### config.mk
export PLATFORM = sky130hd
export DESIGN_NAME = axist_tx_pkt_rr_arbiter
export DESIGN_NICKNAME = d
export VERILOG_FILES = /design/src/rtl/axist_tx_arb_pkg.sv /design/src/rtl/axist_rr_pick.sv /design/src/rtl/axist_tx_pkt_rr_arbiter.sv
export SDC_FILE = /design/constraint.sdc
export NUM_CORES = 1
export LEC_CHECK = 0
export CORE_AREA = 2 2 180 182
export CTS_CLUSTER_DIAMETER = 120
export DETAILED_ROUTE_END_ITERATION = 8
export DIE_AREA = 0 0 182 184
export HOLD_SLACK_MARGIN = 0.06
export SYNTH_ARGS = -nofsm -noshare
export SYNTH_HDL_FRONTEND = slang
export SYNTH_SLANG_ARGS = --single-unit
### constraint.sdc
create_clock -name i_tx_clk -period 5.1 [get_ports i_tx_clk]
set_input_delay 1.02 -clock i_tx_clk [delete_from_list [all_inputs] [get_ports i_tx_clk]]
set_output_delay 1.02 -clock i_tx_clk [all_outputs]
set_load 0.01 [all_outputs]
### src/rtl/axist_tx_arb_pkg.sv
// axist_tx_arb_pkg: shared types and helpers for the packet round-robin TX arbiter.
package axist_tx_arb_pkg;

    typedef enum logic {IDLE = 1'b0, PKT = 1'b1} arb_state_t;

    function automatic int idx_width(input int n);
        return (n > 2) ? $clog2(n) : 1;
    endfunction

    localparam int DEFAULT_NUM_STREAMS = 4;
    localparam int STREAM_IDX_W = idx_width(DEFAULT_NUM_STREAMS);

    function automatic logic [31:0] sat_inc(input logic [31:0] v);
        return (&v) ? v : v + 32'd1;
    endfunction

endpackage

### src/rtl/axist_rr_pick.sv
// axist_rr_pick: first set request at or after ptr, ascending with wrap-around; one-hot result.
module axist_rr_pick #(
    parameter int N     = 4,
    parameter int IDX_W = 2
) (
    input  logic [N-1:0]     req,
    input  logic [IDX_W-1:0] ptr,
    output logic [N-1:0]     win,
    output logic             valid
);
    logic [N-1:0] mask, hi, sel;

    // Requests at or above ptr take priority; otherwise wrap to the lowest requester.
    assign mask  = ~((N'(1) << ptr) - N'(1));
    assign hi    = req & mask;
    assign sel   = (|hi) ? hi : req;
    assign win   = sel & (~sel + N'(1));
    assign valid = |req;

endmodule

### src/rtl/axist_tx_pkt_rr_arbiter.sv
// axist_tx_pkt_rr_arbiter: packet-granular round-robin merge of NUM_STREAMS AXI-ST sources.
// Define AXIST_ARB_PKT_CNT_EN to add saturating per-stream completed-packet counters.
module axist_tx_pkt_rr_arbiter
    import axist_tx_arb_pkg::*;
#(
    parameter int NUM_STREAMS = 4,
    parameter int TDATA_WIDTH = 64,
    parameter int NO_OF_BYTES = TDATA_WIDTH / 8,
    parameter int TUSER_WIDTH = 16
) (
    input  logic                               i_tx_clk,
    input  logic                               i_tx_reset,
    input  logic [NUM_STREAMS-1:0]             i_stream_en,
    input  logic [NUM_STREAMS-1:0]             i_axist_tvalid,
    input  logic [NUM_STREAMS*TDATA_WIDTH-1:0] i_axist_tdata,
    input  logic [NUM_STREAMS-1:0]             i_axist_tlast,
    input  logic [NUM_STREAMS*NO_OF_BYTES-1:0] i_axist_tkeep,
    input  logic [NUM_STREAMS*TUSER_WIDTH-1:0] i_axist_tuser,
    output logic [NUM_STREAMS-1:0]             o_axist_tready,
    output logic                               o_axist_tvalid,
    output logic [TDATA_WIDTH-1:0]             o_axist_tdata,
    output logic                               o_axist_tlast,
    output logic [NO_OF_BYTES-1:0]             o_axist_tkeep,
    output logic [TUSER_WIDTH-1:0]             o_axist_tuser,
    input  logic                               i_axist_tready,
    output logic [NUM_STREAMS-1:0]             o_grant,
    output logic                               o_busy
`ifdef AXIST_ARB_PKT_CNT_EN
    ,
    input  logic                               i_pkt_cnt_clr,
    output logic [NUM_STREAMS*32-1:0]          o_pkt_cnt
`endif
);
    localparam int IDX_W = idx_width(NUM_STREAMS);

    arb_state_t              state, state_n;
    logic [NUM_STREAMS-1:0]  grant_q, grant_n, req, pick_win;
    logic [IDX_W-1:0]        ptr, ptr_n, pick_ptr, g_idx, g_next;
    logic                    pick_valid, act, done;
    logic                    sel_tvalid, sel_tlast;
    logic [TDATA_WIDTH-1:0]  sel_tdata;
    logic [NO_OF_BYTES-1:0]  sel_tkeep;
    logic [TUSER_WIDTH-1:0]  sel_tuser;

    assign req = i_axist_tvalid & i_stream_en;

    always_comb begin
        g_idx      = '0;
        sel_tvalid = 1'b0;
        sel_tlast  = 1'b0;
        sel_tdata  = '0;
        sel_tkeep  = '0;
        sel_tuser  = '0;
        for (int k = 0; k < NUM_STREAMS; k++) begin
            if (grant_q[k]) begin
                g_idx      = IDX_W'(k);
                sel_tvalid = i_axist_tvalid[k];
                sel_tlast  = i_axist_tlast[k];
                sel_tdata  = i_axist_tdata[k*TDATA_WIDTH +: TDATA_WIDTH];
                sel_tkeep  = i_axist_tkeep[k*NO_OF_BYTES +: NO_OF_BYTES];
                sel_tuser  = i_axist_tuser[k*TUSER_WIDTH +: TUSER_WIDTH];
            end
        end
    end

    // Outputs are forced quiet while reset is applied, even before the state register clears.
    assign act            = (state == PKT) && !i_tx_reset;
    assign o_axist_tvalid = act && sel_tvalid;
    assign o_axist_tlast  = act && sel_tlast;
    assign o_axist_tdata  = act ? sel_tdata : '0;
    assign o_axist_tkeep  = act ? sel_tkeep : '0;
    assign o_axist_tuser  = act ? sel_tuser : '0;
    assign o_axist_tready = {NUM_STREAMS{act && i_axist_tready}} & grant_q;
    assign o_grant        = grant_q;
    assign o_busy         = (state == PKT);

    assign done     = o_axist_tvalid && i_axist_tready && sel_tlast;
    assign g_next   = (g_idx == IDX_W'(NUM_STREAMS - 1)) ? '0 : g_idx + IDX_W'(1);
    assign pick_ptr = done ? g_next : ptr;

    axist_rr_pick #(.N(NUM_STREAMS), .IDX_W(IDX_W)) u_pick (
        .req   (req),
        .ptr   (pick_ptr),
        .win   (pick_win),
        .valid (pick_valid)
    );

    always_ff @(posedge i_tx_clk) begin
        if (i_tx_reset) begin
            state   <= IDLE;
            grant_q <= '0;
            ptr     <= '0;
        end else begin
            state   <= state_n;
            grant_q <= grant_n;
            ptr     <= ptr_n;
        end
    end

    // tlast re-arbitrates in the same cycle so back-to-back packets see no bubble.
    always_comb begin
        state_n = state;
        grant_n = grant_q;
        ptr_n   = ptr;
        if (state == IDLE) begin
            state_n = pick_valid ? PKT : IDLE;
            grant_n = pick_valid ? pick_win : '0;
        end else if (done) begin
            ptr_n   = g_next;
            state_n = pick_valid ? PKT : IDLE;
            grant_n = pick_valid ? pick_win : '0;
        end
    end

`ifdef AXIST_ARB_PKT_CNT_EN
    logic [NUM_STREAMS-1:0][31:0] cnt;

    always_ff @(posedge i_tx_clk) begin
        if (i_tx_reset || i_pkt_cnt_clr) begin
            cnt <= '0;
        end else if (done) begin
            for (int k = 0; k < NUM_STREAMS; k++) begin
                if (grant_q[k]) cnt[k] <= sat_inc(cnt[k]);
            end
        end
    end

    assign o_pkt_cnt = cnt;
`endif

endmodule

==> impl_metrics.env, run 1 <==
export IMPL_synth_area_mm2=0.003273
export IMPL_grt_pass1_wl_um=34470
export IMPL_synthCells=589
export IMPL_outcome="finished, final reports clean"
export IMPL_crit_path_max_fanout=49
export IMPL_tightest_slew_ps=773.5
export IMPL_syn_num_nets=956
export IMPL_grt_overflow=0
export IMPL_vdd_drop_max_mv=0.09351
export IMPL_p_leak_nw=2.934
export IMPL_grt_util_all_layers=0.1315
export IMPL_cts_root_buffer="clkbuf_16"
export IMPL_fin_crit_ps=4242
export IMPL_fin_skew_ps=1.733
export IMPL_final_common_cell="clkdlybuf4s50_1"
export IMPL_critical_path_required_ps=4080
export IMPL_yosysUniqueCellTypes=32
export IMPL_synthTopCellsByArea="a221o_1, nor2_1, o21ai_0"
export IMPL_cp_start_kind="input port"
export IMPL_muxShareOfSynthArea=0.01911
export IMPL_fillers=3421
export IMPL_clock_path_buffers=2
export IMPL_hold_buffers=0
export IMPL_design_area_mm2=0.008363
export IMPL_cp_startpoint="i_tx_reset"
export IMPL_rows=65
export IMPL_drive_gt1_frac=0.02207
export IMPL_synthXorXnorAreaFrac=0
export IMPL_grt_pass1_vias=5761
export IMPL_finalNetCount=1365
export IMPL_endpoint="o_axist_tdata[50]"
export IMPL_io_pins=466
export IMPL_routed_wl_um=24660
export IMPL_clk_pin_slew_ps=40
export IMPL_async_flop_share=0
export IMPL_fmax_ghz=0.2358
export IMPL_numCtsBuffers=3
export IMPL_wl_per_cell_um=17.63
export IMPL_path_class="input port to output port"
export IMPL_core_area_mm2=0.03139
export IMPL_routed_via_count=6219
export IMPL_r2r_slack_ps=2120
export IMPL_synth_compound_area_frac=0.5856
export IMPL_dr_pass1_iters=5
export IMPL_reg2reg_to="o_grant[1]"
export IMPL_tns_ps=0
export IMPL_start_util=0.1043
export IMPL_ys_seq_area_frac=0.04281
export IMPL_synth_area_per_cell_um2=5.557
export IMPL_synth_simple_gate_area_share=0.2680
export IMPL_htreeDepth=1
export IMPL_antennaDiodeCount=0
export IMPL_grt_start_max_net_pins=91
export IMPL_critPathArrivalTime_ps=3220
export IMPL_hold_class="register to register"
export IMPL_synth_edf_count=0
export IMPL_finalCritPeriodShare=0.8317
export IMPL_cts_resized=0
export IMPL_max_slew_margin=0.4844
export IMPL_r2r_cells=7
export IMPL_dp_final_hpwl_um=19460
export IMPL_setup_viol=0
export IMPL_dpl_cell_area_mm2=0.008284
export IMPL_ys_warn_count=0
export IMPL_layout_common_cells="clkdlybuf4s50_1, nor2_1, o21ai_0"
export IMPL_ant_nets=0
export IMPL_synth_top_cell_area_share=0.2752
export IMPL_endpoint_kind="output port"
export IMPL_final_hold_viol_count=0
export IMPL_synth_top_family_by_area="compound AO/OA/AOI/OAI gates"
export IMPL_synth_fa_ha_area_frac=0
export IMPL_die_h_um=184
export IMPL_clk_latency_ps=230
export IMPL_drcViolationCount=0
export IMPL_place_gp_congestion=0.8548
export IMPL_yosys_register_bits=7
export IMPL_post_cts_buffers=0
export IMPL_synth_area_leader_cell="a221o_1"
export IMPL_viasPerCell=4.445
export IMPL_powerDensity_mw_per_mm2=93.66
export IMPL_dp_cells=1395
export IMPL_timing_rr_start="o_grant[1]"
export IMPL_antenna_found_initial=0
export IMPL_cts_sinks=7
export IMPL_area_growth_pct=155.5
export IMPL_die_area_mm2=0.03349
export IMPL_io_buffers=465
export IMPL_cts_tree="built"
export IMPL_stdcell_count=1399
export IMPL_slew_violations=0
export IMPL_rsz0062_at_grt="false"
export IMPL_drt_first_iter_violations=329
export IMPL_power_mw=0.7833
export IMPL_die_w_um=182
export IMPL_synth_main_ff_cell="dfxtp_1"
export IMPL_timing_max_cap_violations=0
==> synthesized netlist by cell type (2+ instances only) <==
library cell,n
nor2_1,186
o21ai_0,93
a21oi_1,91
a221o_1,90
clkbuf_1,53
buf_1,15
nand2_1,10
dfxtp_1,7
and3_1,4
mux2i_1,4
inv_1,3
nand2b_1,3
nand3_1,3
nor2b_1,3
o22ai_1,3
buf_2,2
mux2_1,2
nand4_1,2
nor3_1,2
==> through the flow <==
step	hold slack [ps]	util	setup slack (ps)
floorplan	502.0	-	2039
global placement	541.1	0.2639	922.0
detailed placement	553.0	0.2639	835.5
CTS	560.3	0.2664	837.5
global route	582.4	0.2664	722.3
finish	555.3	0.2664	858.4
==> flip-flops by register name (all words and copies together), names as in the netlist <==
| signal | cells |
|---|---|
| o_grant | 4 |
| ptr | 2 |
| o_busy | 1 |
==> power by group <==
part           total (mW)  internal, mW  switching, mW
combinational       0.579         0.371          0.208
sequential         0.0690        0.0561         0.0129
clock               0.135         0.104         0.0310
total               0.783         0.531          0.252
==> logic make-up after synthesis <==
logic type / after synthesis
buffers and inverters: 73
DFF: 7
AOI/OAI and AO/OA: 285
and+or+nand+nor: 218
muxes: 6
==> per-layer routing <==
metal / track usage / routed length, µm
met2: 0.2424 / 12520
met3: 0.02476 / 1945
met1: 0.1641 / 10080
met4: 0.01129 / 123
met5: 0 / 0
==> worst min path at each step <==
stage / end / from / cells past startpoint
after detailed placement: ptr[0] / ptr[0] / 2
after global routing: ptr[0] / ptr[0] / 2
after global placement: ptr[0] / ptr[0] / 2
after floorplan: ptr[0] / ptr[0] / 2
final: ptr[0] / ptr[0] / 2
after CTS: ptr[0] / ptr[0] / 2
==> critical path, stage by stage <==
cell and delay (ps):
clkdlybuf4s50_1 680, nand2b_4 600, buf_12 300, nor2_1 90, clkdlybuf4s50_1 480
==> final cells by class <==
type / count / area (µm²) / share of cell area
Inverter: 3 / 11.26 / 0.001346
Clock buffer: 4 / 78.83 / 0.009425
Sequential cell: 7 / 151.4 / 0.01810
Timing Repair Buffer: 474 / 4747 / 0.5676
Tap cell: 402 / 503.0 / 0.06014
Multi-Input combinational cell: 509 / 2872 / 0.3434
No activity file was read; power rests on OpenSTA's default activity.
==> run 2: changes to the inputs <==
--- a/config.mk
+++ b/config.mk
@@ -5,10 +5,10 @@
 export SDC_FILE = /design/constraint.sdc
 export NUM_CORES = 1
 export LEC_CHECK = 0
-export CORE_AREA = 2 2 180 182
+export CORE_AREA = 2 2 183 185
 export CTS_CLUSTER_DIAMETER = 120
 export DETAILED_ROUTE_END_ITERATION = 8
-export DIE_AREA = 0 0 182 184
+export DIE_AREA = 0 0 185 187
 export HOLD_SLACK_MARGIN = 0.06
 export SYNTH_ARGS = -nofsm -noshare
 export SYNTH_HDL_FRONTEND = slang
==> constraint.sdc (replaced) <==
create_clock -name i_tx_clk -period 3.5 [get_ports i_tx_clk]
set_input_delay 0.7 -clock i_tx_clk [delete_from_list [all_inputs] [get_ports i_tx_clk]]
set_output_delay 0.7 -clock i_tx_clk [all_outputs]
set_load 0.01 [all_outputs]
==> run 2 against run 1 <==
  * Critical path type unchanged
  * Sequential power grew 29%
  * Utilization down 0.58 points
  * Final area up 2.4%
  * Sequential share of layout area about the same
==> impl_metrics.env, run 2 (synthesized netlist as in run 1, its figures left out) <==
export IMPL_io_pins=466
export IMPL_tightest_slew_ps=546.2
export IMPL_largest_register_ffs=4
export IMPL_start_util=0.09960
export IMPL_clk_pin_slew_ps=40
export IMPL_rows=67
export IMPL_final_common_cell="clkdlybuf4s50_1"
export IMPL_outcome="finished, final reports clean"
export IMPL_dr_wl_met3_um=2255
export IMPL_path_buf_inv=3
export IMPL_slew_violations=0
export IMPL_p_leak_nw=3.002
export IMPL_io_buffers=465
export IMPL_viasPerCell=4.325
export IMPL_cts_sinks=7
export IMPL_grt_pass1_vias=6042
export IMPL_post_cts_buffers=0
export IMPL_htreeDepth=1
export IMPL_cpMostUsedCell="clkdlybuf4s50_1"
export IMPL_area_growth_pct=161.6
export IMPL_powerDensity_mw_per_mm2=134.5
export IMPL_critical_path_required_ps=2800
export IMPL_cpLargestDelayFamily="buffers and inverters"
export IMPL_cts_resized=0
export IMPL_die_h_um=187
export IMPL_crit_path_max_fanout=41
export IMPL_cts_tree="built"
export IMPL_grt_start_max_net_pins=84
export IMPL_finalNetCount=1375
export IMPL_die_w_um=185
export IMPL_wl_met1_um=9246
export IMPL_max_slew_margin=0.6353
export IMPL_die_area_mm2=0.03460
export IMPL_top_layer_used="met5"
export IMPL_cts_root_buffer="clkbuf_16"
export IMPL_tns_ps=0
export IMPL_cp_start_kind="input port"
export IMPL_met2_length_um=11960
export IMPL_endpoint_kind="output port"
export IMPL_routed_via_count=6301
export IMPL_rsz0062_at_grt="false"
export IMPL_timing_max_cap_violations=0
export IMPL_wl_per_cell_um=16.53
export IMPL_grt_pass1_wl_um=34160
export IMPL_vdd_drop_max_mv=0.1271
export IMPL_path_cells="clkdlybuf4s50_1 -> nand2b_4 -> buf_12 -> nor2_1 -> clkdlybuf4s50_1"
export IMPL_fin_crit_ps=3143
export IMPL_cpPeakStageDelay_ps=560
export IMPL_hold_buffers=0
export IMPL_finalCritPeriodShare=0.8979
export IMPL_clk_latency_ps=230
export IMPL_ant_nets=0
export IMPL_drive_gt1_frac=0.03178
export IMPL_place_gp_congestion=0.8661
export IMPL_layout_common_cells="clkdlybuf4s50_1, nor2_1, o21ai_0"
export IMPL_final_util=0.2606
export IMPL_fmax_ghz=0.3182
export IMPL_clock_path_buffers=2
export IMPL_drt_first_iter_violations=297
export IMPL_grt_overflow=0
export IMPL_fin_skew_ps=4.194
export IMPL_dp_final_hpwl_um=19380
export IMPL_numCtsBuffers=3
export IMPL_routed_wl_um=24090
export IMPL_setup_viol=0
export IMPL_grt_util_all_layers=0.1264
export IMPL_critPathArrivalTime_ps=2440
export IMPL_final_hold_viol_count=0
export IMPL_core_area_mm2=0.03286
export IMPL_antenna_found_initial=4
export IMPL_critPathSlowestCell="clkdlybuf4s50_1"
export IMPL_dr_pass1_iters=6
export IMPL_path_class="input port to output port"
export IMPL_drcViolationCount=0
export IMPL_hold_class="register to register"
run 2: power breakdown:
part	leakage (nW)	total [mW]	switching [mW]	internal, mW
Clock	0.0382	0.195	0.0438	0.152
Combinational	2.90	0.867	0.315	0.552
Sequential	0.0593	0.0893	0.00751	0.0818
Total	3.00	1.15	0.367	0.785
run 2: area by class of cell:
cell class                 instances  area [µm²]
multi-input combinational        509        2872
tap                              448       560.5
sequential                         7       151.4
antenna                            2       5.005
inverter                           3       11.26
timing repair buffer             484        4885
fill                            3603       24300
clock buffer                       4       78.83
run 2: through the flow:
stage	hold WS, ps	setup slack [ps]	power (mW)	instances	cell area [µm²]
final	557.5	357.2	1.152	1457	8563
after global placement	536.9	368.7	0.9549	1451	8479
after global routing	602.5	220.1	1.232	1455	8558
after floorplan	502.0	1006	0.3826	589	3273
after detailed placement	555.4	376.1	0.9607	1451	8479
after CTS	560.0	370.9	1.160	1455	8558
run 2: routing by layer:
layer  GRT usage  vias to the layer above
met5           0                        -
met4     0.03114                        4
met3     0.03836                       40
met2      0.2348                      326
met1      0.1381                     2877
li1            -                     3054
run 2: worst paths after layout:
check             start                 to  slack, ps  cells after the start
max          i_tx_reset  o_axist_tdata[34]        360                      5
min reg2reg      ptr[0]             ptr[0]        560                      2
min              ptr[0]             ptr[0]        560                      2
max reg2reg  o_grant[0]         o_grant[1]        890                      8
run 2: worst register-to-register path, cell delays in order, from the launching register on:
cell	delay, ps
dfxtp_1	400
nor2b_4	220
buf_4	300
a221o_1	240
o311ai_2	210
nor2_4	320
mux2i_1	390
nand4_1	180
a22o_1	220
